`src/rtl/result_drain_ctrl.sv`:
```
// Drain sequencer for the per-row PE result shift chain: one parallel load, then one word per accepted transfer.
// Optional back-to-back queueing of a start that arrives while busy: define RESULT_DRAIN_QUEUE_EN.
module result_drain_ctrl #(
    parameter int CHAIN_LEN = 4,
    parameter int IDX_W     = 3
) (
    input  logic             Clk,
    input  logic             rst,
    input  logic             start,
    input  logic             out_ready,
    output logic             ResultCapture,
    output logic             shift_en,
    output logic             out_valid,
    output logic             out_last,
    output logic [IDX_W-1:0] out_idx,
    output logic             busy,
    output logic             done
);

    typedef enum logic [1:0] {
        S_IDLE  = 2'd0,
        S_LOAD  = 2'd1,
        S_SHIFT = 2'd2,
        S_DONE  = 2'd3
    } state_t;

    localparam logic [IDX_W-1:0] LAST_IDX = IDX_W'(CHAIN_LEN - 1);

    state_t           state, state_nxt;
    logic [IDX_W-1:0] cnt, cnt_nxt;
    logic             cnt_last;
    logic             xfer;
    logic             launch_from_done;

    assign cnt_last = (cnt == LAST_IDX);
    assign xfer     = (state == S_SHIFT) && out_ready;

`ifdef RESULT_DRAIN_QUEUE_EN
    logic pending, pending_nxt;

    // A start landing in the DONE cycle counts as already pending, so the
    // next drain launches straight from DONE instead of stranding in IDLE.
    assign launch_from_done = pending || start;

    always_comb begin
        pending_nxt = pending;
        if (state == S_DONE)
            pending_nxt = 1'b0;
        else if (busy && start)
            pending_nxt = 1'b1;
    end

    always_ff @(posedge Clk) begin
        if (rst)
            pending <= 1'b0;
        else
            pending <= pending_nxt;
    end
`else
    assign launch_from_done = 1'b0;
`endif

    // NOTE: sequential state uses non-blocking assignments only, so every
    // register samples the pre-edge value of every other register.
    always_ff @(posedge Clk) begin
        if (rst) begin
            state <= S_IDLE;
            cnt   <= '0;
        end else begin
            state <= state_nxt;
            cnt   <= cnt_nxt;
        end
    end

    // NOTE: every variable gets its default before the case, so no path
    // through this block can leave one unassigned and infer a latch.
    always_comb begin
        state_nxt = state;
        cnt_nxt   = cnt;
        unique case (state)
            S_IDLE: begin
                if (start)
                    state_nxt = S_LOAD;
            end
            S_LOAD: begin
                state_nxt = S_SHIFT;
                cnt_nxt   = '0;
            end
            S_SHIFT: begin
                if (xfer) begin
                    if (cnt_last)
                        state_nxt = S_DONE;
                    else
                        cnt_nxt = cnt + IDX_W'(1);
                end
            end
            S_DONE: begin
                state_nxt = launch_from_done ? S_LOAD : S_IDLE;
                cnt_nxt   = '0;
            end
            default: begin
                state_nxt = S_IDLE;
                cnt_nxt   = '0;
            end
        endcase
    end

    // Everything except shift_en decodes from registered state/counter only.
    always_comb begin
        ResultCapture = 1'b1;
        shift_en      = 1'b0;
        out_valid     = 1'b0;
        out_last      = 1'b0;
        out_idx       = '0;
        busy          = (state != S_IDLE);
        done          = 1'b0;
        unique case (state)
            S_IDLE: ;
            S_LOAD: begin
                ResultCapture = 1'b0;
                shift_en      = 1'b1;
            end
            S_SHIFT: begin
                out_valid = 1'b1;
                out_idx   = cnt;
                out_last  = cnt_last;
                shift_en  = out_ready;
            end
            S_DONE: begin
                done = 1'b1;
            end
            default: ;
        endcase
    end

endmodule

```
`config.mk`:
```
export PLATFORM = sky130hd
export DESIGN_NAME = result_drain_ctrl
export DESIGN_NICKNAME = d
export VERILOG_FILES = /design/src/rtl/result_drain_ctrl.sv
export SDC_FILE = /design/constraint.sdc
export NUM_CORES = 1
export LEC_CHECK = 0
export ABC_AREA = 1
export CORE_AREA = 2 2 39 41
export CTS_CLUSTER_SIZE = 14
export DETAILED_ROUTE_END_ITERATION = 16
export DIE_AREA = 0 0 41 43
export PLACE_DENSITY = 0.6
export RECOVER_POWER = 25
export SLEW_MARGIN = 20
export SYNTH_ARGS = -nofsm -noshare
export SYNTH_HDL_FRONTEND = slang
export SYNTH_SLANG_ARGS = --single-unit
```
`constraint.sdc`:
```
create_clock -name Clk -period 1.8 [get_ports Clk]
set_clock_uncertainty 0.1 [all_clocks]
set_input_delay 0.36 -clock Clk [delete_from_list [all_inputs] [get_ports Clk]]
set_output_delay 0.36 -clock Clk [all_outputs]
set_load 0.005 [all_outputs]
```
==> results.py <==
metrics = {
    "outcome": {
        "outcome": "finished, final reports clean",
    },
    "flow_run": {
        "drv_cap": 0,
    },
    "logic_synthesis": {
        "synth_area_per_cell_sq_um": 7.16,
        "ys_ff_latch": 5,
        "syn_area_sq_um": 437,
        "syn-num-nets": 73,
        "yosys.cell_types.count": 15,
        "synthTopCellsByArea": "dfxtp_1 (23%), ha_1 (23%), inv_1 (13%), nand2_1 (9.5%), nand3_1 (6.9%)",
        "synth.most_common_cell": "inv_1",
        "syn_inst": 61,
        "synthFlopType": "dfxtp_1",
        "yosysTopAreaCell": "dfxtp_1",
        "ys_seq_area_share_pct": 22.9,
        "synthTopCellsByCount": "inv_1 (15), nand2_1 (11), ha_1 (8)",
        "synth-edff-count": 0,
        "yosysTopAreaCellShare_pct": 22.9,
        "async_reset_ff_share_pct": 0,
        "synth.yosys.warnings": 0,
    },
    "placement": {
        "gp_congestion": 0.811,
        "post-place-ws_ps": -295,
        "port_buffers": 12,
        "place_area_sq_um": 648,
        "dpl.hpwl_um": 747,
    },
    "critical_path": {
        "path_class": "flip-flop to primary output",
        "reg2regPathDepth": 9,
        "arrival_ps": 1300,
        "cp.required_ps": 1340,
        "r2r_end": "state[1]",
        "start_kind": "flip-flop",
        "worstSetupEndpointType": "primary output",
        "reg2reg_slack_ps": 340,
        "reg2reg_from": "cnt[0]",
        "critPathMaxFanout": 4,
    },
    "sta": {
        "worst_pin_slew_ps": 183,
        "final_max_slew_viol_count": 0,
        "finalCritPeriodShare_pct": 98.1,
        "fmax_mhz": 567,
        "grt_setup_unrepaired": "yes",
        "hold_violations": 0,
        "fin_ws_ps": 35.0,
        "slew-limit-headroom_pct": 87.7,
        "setup_viol": 0,
        "fin_crit_ps": 1760,
        "tns_ps": 0,
    },
    "floorplanning": {
        "ios": 13,
        "dieWidth_um": 41,
        "fp-row-count": 14,
        "initial_core_util_pct": 31.6,
        "die_area_sq_um": 1760,
        "die_y_um": 43,
        "coreArea_sq_um": 1380,
    },
    "clock_tree": {
        "cts_buffer_depth": 2,
        "root_buffer": "clkbuf_4",
        "clock-sinks": 5,
        "cts_made_buffers": 3,
        "cts_tree": "yes",
        "clkTransAtPathRegs_ps": 40,
        "clk_latency_ps": 240,
        "cts-htree-levels": 1,
    },
    "route": {
        "ant_nets": 0,
        "first_pass_iters": 3,
        "drtIter0Drc": 3,
        "routed-via-count": 453,
        "drc": 0,
        "wirelength_um": 932,
        "wl_per_cell_um": 8.79,
        "viasPerCell": 4.27,
    },
    "layout": {
        "nets": 103,
        "diodes": 0,
        "syn_to_final_growth_pct": 62.8,
        "fin_area_sq_um": 711,
        "drive_gt1_share_pct": 35.6,
        "utilization_pct": 51.4,
        "num-fill-cells": 147,
    },
    "hold_path": {
        "min_path_type": "flip-flop to flip-flop",
        "hold_path.startpoint": "cnt[2]",
        "worstHoldEndpoint": "cnt[2]",
        "hold_path_depth": 2,
    },
    "global_route": {
        "gr-total-overflow": 0,
        "grt_pass1_vias": 426,
        "antenna_found_initial": 0,
        "track_usage_pct": 13.5,
        "grt_pass1_wl_um": 1560,
        "grt_max_degree": 6,
    },
    "power_and_ir_drop": {
        "ir_drop_mv": 0.553,
        "powerDensity_nw_per_um2": 1100,
        "power_w": 0.000784,
        "p_leak_nw": 0.403,
    },
}
-- metrics by stage --
step / hold WS (ps) / std cells
2_1_floorplan: 329 / 61
3_3_place_gp: 400 / 99
3_5_place_dp: 402 / 99
4_1_cts: 410 / 105
5_1_grt: 442 / 106
6_report: 404 / 106
-- critical path: stages (launching register included) --
cell             delay (ps)
dfxtp_4                 370
inv_2                    60
ha_1                    290
a21boi_2                160
clkdlybuf4s15_2         200
-- kinds of logic (layout without fill, tap and decap cells) --
group | after synthesis | count (layout) | synth area share [%]
AO/OA/AOI/OAI | 7 | 7 | 10.0
buffers and inverters | 16 | 45 | 15.5
adder cells (fa/ha/maj) | 8 | 8 | 22.9
AND/OR/NAND/NOR | 25 | 25 | 28.7
flip-flops | 5 | 5 | 22.9
-- flip-flops by register name (all words and copies together) (netlist names) --
| name | count |
|---|---|
| state | 2 |
| cnt | 3 |
-- power breakdown --
group | switching, W | total, W | internal (W)
Combinational | 0.000231 | 0.000494 | 0.000263
Sequential | 0.0000221 | 0.000164 | 0.000142
Clock | 0.0000419 | 0.000125 | 0.0000835
-- cells in the final DEF (no fill, tap or decap), drive strengths merged --
cell type	n
inv	15
buf	13
nand2	13
dlygate4sd2	8
ha	8
nand3	7
nor2	5
clkbuf	5
dfxtp	5
a21oi	4
clkdlybuf4s50	3
a21boi	1
o21bai	1
o21ai	1
clkdlybuf4s15	1
-- routing by layer --
metal / global-route usage [%] / vias up / wire [um]
li1: - / 245 / -
met1: 15.2 / 198 / 437
met2: 19.7 / 8 / 452
met3: 3.14 / 2 / 33
met4: 12.0 / 0 / 9
met5: 0 / - / 0
-- timing repair --
| item | in CTS | in global routing |
|---|---|---|
| pin swaps | 1 | 0 |
| hold buffers | 0 | 0 |
| resized for setup | 25 | 1 |
| setup endpoints to repair | 9 | 4 |
| setup buffers | 2 | 1 |
-- worst max path at each step --
stage / endpoint / start / cells after the start
2_1_floorplan: shift_en / state[0] / 5
3_3_place_gp: shift_en / out_ready / 4
3_5_place_dp: shift_en / out_ready / 4
4_1_cts: shift_en / state[1] / 4
5_1_grt: shift_en / state[1] / 4
6_report: shift_en / state[1] / 4
-- layout make-up --
type	count	area, sq um	share of cell area, %
sequential	5	108	15.1
timing repair buffer	26	213	29.9
clock buffer	4	26.3	3.70
inverter	15	56.3	7.92
multi-input combinational	40	288	40.5
tap	16	20.0	2.82
No activity file was read; power rests on OpenSTA's default activity.
